## src/rtl/facto_master.sv

```systemverilog
// facto_master: bus initiator that runs one factorial operation on a memory-mapped slave per request
module facto_master #(
  parameter logic [15:0] BASE_ADDR = 16'h0000,
  parameter int POLL_GAP = 4,
  parameter int TIMEOUT = 4096
) (
  input  logic        clk,
  input  logic        reset_n,
  input  logic        req,
  input  logic [63:0] req_operand,
  input  logic        use_intr,
  output logic        busy,
  output logic        res_valid,
  output logic        err,
  output logic [63:0] res_h,
  output logic [63:0] res_l,
  output logic        m_sel,
  output logic        m_wr,
  output logic [15:0] m_addr,
  output logic [63:0] m_dout,
  input  logic [63:0] m_din,
  input  logic        interrupt
);
  typedef enum logic [3:0] {
    IDLE, W_OPND, W_INTR, W_START, WAIT, R_H, R_L, W_CLR, W_CLR0A, W_CLR0B, FIN
  } state_t;
  state_t state, state_nx;
  logic gap, gap_nx, intr_mode, done_q, to_q, poll, hit, tmo, sel, wr;
  logic [63:0] opnd, dat;
  logic [15:0] wcnt;
  logic [7:0] pc, off;
  assign poll = state == WAIT && !intr_mode && pc == 8'd0;
  assign hit = done_q || (intr_mode && interrupt);
  assign tmo = wcnt >= 16'(TIMEOUT - 1);
  always_comb begin
    off = 8'h00;
    wr = 1'b0;
    dat = 64'd0;
    sel = !gap;
    case (state)
      W_OPND: begin off = 8'h20; wr = 1'b1; dat = opnd; end
      W_INTR: begin off = 8'h18; wr = 1'b1; dat = {63'd0, intr_mode}; end
      W_START: begin off = 8'h00; wr = 1'b1; dat = 64'd1; end
      WAIT: begin off = 8'h10; sel = poll; end
      R_H: off = 8'h28;
      R_L: off = 8'h30;
      W_CLR: begin off = 8'h08; wr = 1'b1; dat = 64'd1; end
      W_CLR0A: begin off = 8'h08; wr = 1'b1; end
      W_CLR0B: begin off = 8'h00; wr = 1'b1; end
      default: sel = 1'b0;
    endcase
  end
  assign m_sel = sel;
  assign m_wr = sel & wr;
  assign m_addr = sel ? BASE_ADDR + {8'h00, off} : 16'h0000;
  assign m_dout = sel ? dat : 64'd0;
  assign busy = state != IDLE;
  assign res_valid = state == FIN && !to_q;
  assign err = state == FIN && to_q;
  always_comb begin
    state_nx = state;
    gap_nx = 1'b0;
    case (state)
      IDLE: state_nx = req ? W_OPND : IDLE;
      WAIT: state_nx = hit ? R_H : (tmo && !poll) ? W_CLR : WAIT;
      FIN: state_nx = IDLE;
      default: begin
        gap_nx = !gap;
        state_nx = gap ? state_t'(state + 4'd1) : state;
      end
    endcase
  end
  always_ff @(posedge clk or negedge reset_n)
    if (!reset_n) begin
      state <= IDLE;
      gap <= 1'b0;
      opnd <= 64'd0;
      intr_mode <= 1'b0;
      done_q <= 1'b0;
      to_q <= 1'b0;
      wcnt <= 16'd0;
      pc <= 8'd0;
      res_h <= 64'd0;
      res_l <= 64'd0;
    end else begin
      state <= state_nx;
      gap <= gap_nx;
      if (state == IDLE && req) begin
        opnd <= req_operand;
        intr_mode <= use_intr;
        to_q <= 1'b0;
      end
      done_q <= poll && m_din[0];
      wcnt <= state != WAIT ? 16'd0 : wcnt + {15'd0, wcnt != 16'(TIMEOUT)};
      pc <= state != WAIT ? 8'd0 : poll ? 8'(POLL_GAP) : pc - 8'd1;
      if (state == WAIT && state_nx == W_CLR) to_q <= 1'b1;
      if (state == R_H && !gap) res_h <= m_din;
      if (state == R_L && !gap) res_l <= m_din;
    end
endmodule

```

## config.mk

```make
export PLATFORM = sky130hd
export DESIGN_NAME = facto_master
export DESIGN_NICKNAME = d
export VERILOG_FILES = /design/src/rtl/facto_master.sv
export SDC_FILE = /design/constraint.sdc
export NUM_CORES = 1
export LEC_CHECK = 0
export CAP_MARGIN = 30
export CELL_PAD_IN_SITES_DETAIL_PLACEMENT = 1
export CELL_PAD_IN_SITES_GLOBAL_PLACEMENT = 1
export CORE_AREA = 2 2 168 170
export CTS_CLUSTER_DIAMETER = 120
export DETAILED_ROUTE_END_ITERATION = 10
export DIE_AREA = 0 0 170 172
export PLACE_DENSITY_LB_ADDON = 0.1
export SYNTH_ARGS = -nofsm -noshare
export SYNTH_HDL_FRONTEND = slang
export SYNTH_SLANG_ARGS = --single-unit
```

## constraint.sdc

```tcl
create_clock -name clk -period 2.1 [get_ports clk]
set_input_delay 0.525 -clock clk [delete_from_list [all_inputs] [get_ports clk]]
set_output_delay 0.525 -clock clk [all_outputs]
set_load 0.02 [all_outputs]
```

==> results <==
flip-flops by register name, summed over array words and instances (netlist names):
signal / flops
to_q: 1
res_h: 64
res_l: 64
wcnt: 16
pc: 8
opnd: 64
intr_mode: 1
done_q: 1
gap: 1
state: 4
critical path: cells and delay by family (launching register included):
kind	cells	cell delay [ns]
compound gates	2	0.36
fa+ha+maj	1	0.18
buf+inv	3	0.44
flops	1	0.45
simple gates	1	0.06
routing by layer:
metal / vias to the layer above / GRT usage (%) / routed length (microns)
met2: 271 / 34.6 / 15200
li1: 3183 / - / -
met1: 3556 / 24.2 / 11800
met4: 0 / 5.17 / 637
met5: - / 0 / 0
met3: 34 / 7.26 / 2710
logic make-up after synthesis:
kind of cell	count (synthesis)	synth area share [%]
AOI/OAI and AO/OA	26	1.66
adders and majority gates	9	1.19
muxes	194	23.1
xor gates and xnor gates	18	1.67
DFF	224	59.4
and+or+nand+nor	157	9.32
other	1	0.0397
buffers and inverters	55	3.59
placed cells by master, fill, tap and decap left out, types with 3 or more instances in the layout:
cell type and instances:
clkinv_2 5, dlymetal6s2s_1 18, nand3_1 7, clkbuf_8 6, ha_4 4, clkdlybuf4s50_1 239, xnor2_1 7, buf_4 52
clkbuf_1 7, mux2_2 178, mux2_4 15, xor2_1 11, nor3_1 4, conb_1 13, buf_8 6, dfrtp_1 223
nand2b_1 4, a21oi_1 10, or3_1 3, nor4_1 3, buf_6 76, nand4_1 6, clkbuf_16 28, ha_1 5
and2_1 11, nor2_1 31, buf_16 12, and2_4 54, o21ai_0 4, inv_2 4, inv_1 4, nand2_1 10
buf_12 21
through the flow:
step | utilization [%] | TNS [ns]
final | 56.9 | -29.10
after detailed placement | 49.2 | -25.39
after floorplan | - | -0.213
after CTS | 55.4 | -36.28
after global routing | 56.9 | -39.16
after global placement | 49.2 | -21.71
area by class of cell:
| type | count | area [sq um] |
|---|---|---|
| clock inverter | 8 | 93.8 |
| multi-input combinational | 417 | 3910 |
| clock buffer | 40 | 785 |
| sequential | 224 | 5610 |
| tap | 346 | 433 |
| antenna | 2 | 5.00 |
| inverter | 9 | 36.3 |
| fill | 2713 | 11800 |
| timing repair buffer | 430 | 4770 |
worst paths after layout:
check | endpoint | slack [ns]
setup / recovery | m_dout[0] | -0.44
hold / removal | res_h[32] | 0.50
setup reg to reg | opnd[47] | -0.10
hold reg to reg | res_h[32] | 0.50
max in group asynchronous | res_h[16] | 0.94
min in group asynchronous | opnd[10] | 0.52
report_power, final:
group / switching, mW / internal [mW] / leakage [nW]
registers: 1.04 / 6.16 / 2.81
clock network: 1.79 / 2.81 / 0.436
logic: 5.50 / 6.98 / 3.90
timing repair:
item                                    CTS  global route
endpoints found under the setup margin  139           163
resized for setup                       495            98
setup buffers                            17            18
endpoints found under the hold margin    41             0
pin swaps                                31            16
gates cloned                             14             1
hold buffers                              1             0
==> run summary <==
Synth warn: 0
Largest net degree at the start of global routing: 49
Starting Density: 34.3%
Final instance area: 15600 sq um
Inserted Clock Buffers: 27
Placed insts: 1382
Gate Count Post-Synth: 684
Fin. Hold Viols: 0
Post-Layout Cell Count: 1476
Top cell by count, worst path: buf_4
Crit path from: state[0]
Worst path arrival time: 2.01 ns
Vias in the first global route: 7582
CP max stage cell: dfrtp_2
Peak supply drop: 0.000955 V
H-Tree Depth: 1
Routed wire length: 30400 microns
Area Overhead vs Synth: 65.6%
Top_reg_cell synth: dfrtp_1
Type of element capturing the critical path: primary output
Share of the synthesized area in the top cell type: 59.4%
Hold path startpoint: res_h[32]
Crit-path max FO: 5
Failing checks: setup timing
DPL Wire Length: 19300 microns
Row count: 61
Routed vias: 7044
WL/cell: 20.6 microns
Slew Viols, Final: 0
Synth cell types: 39
DP Area: 13500 sq um
Synth area leaders: dfrtp_1 (59%), mux2_2 (23%), and2_1 (4.3%), buf_4 (2.1%), nor2_1 (1.3%)
Overall routing resource usage: 20.2%
Pwr dens: 1550 nW/um^2
Clock tree buffer depth: 3
Post-Syn Area: 9440 sq um
DRC Markers: 0
Worst skew pair latency: 0.53 ns
Min Clock Period, post-route: 2.54 ns
DP Worst Slack: -0.448 ns
Antenna violations before repair: 1
Clock skew: 0.0168 ns
Final worst slack: -0.435 ns
Top cells by count, synth: dfrtp_1 (224), mux2_2 (193), and2_1 (65)
Post-synth EDFFs: 0
Core box area: 27500 sq um
Share of layout cells above drive strength 1: 43.3%
First-pass detailed-route iteration total: 4
CTS tree: yes
Unrepaired setup endpoints after global routing: true
Synthesized flop and latch total: 224
CTS root buf: clkbuf_16
Status: complete, but fails checks
Largest area contributor in the netlist: dfrtp_1
Lkg Pwr: 7.14 nW
Worst hold-check path type: register to register
Syn Area/Cell: 13.8 sq um
Final nets: 1251
Crit path largest cell delay: 0.45 ns
Max-Cap Viols: 0
Worst-case reg-to-reg path depth: 12
Clk slew on worst S/H paths: 0.06 ns
Total power draw: 24.3 mW
Final hold slack: 0.500 ns
Max Freq: 0.394 GHz
Period utilization: 121%
First-pass GRT wire length: 45400 microns
Clk sinks: 224
FF-to-FF Start: state[1]
Boundary pin count: 346
Total die area: 29200 sq um
Top-count cell post-synth: dfrtp_1
Die Y: 172 microns
Setup violations, final: 119
Drt first-iter violations: 244
PortBufs: 332
Die width: 170 microns
Asr flop ratio synth: 100%
Sequence of cells on the critical path: ha_4 > buf_4 > buf_4 > a22o_1 > a21oi_2 > nor3_2 > buf_2
Critical Setup Path Class: register to primary output
WHS Path Cells: 1
Post-synthesis sequential area ratio: 59.4%
Routability congestion estimate: 0.765
ANT nets after route: 0
CP Data Required Time: 1.57 ns
Setup crit start kind: register
GRT overflow: 0
Via density: 4.77
Power figures use the tool's default switching activity.
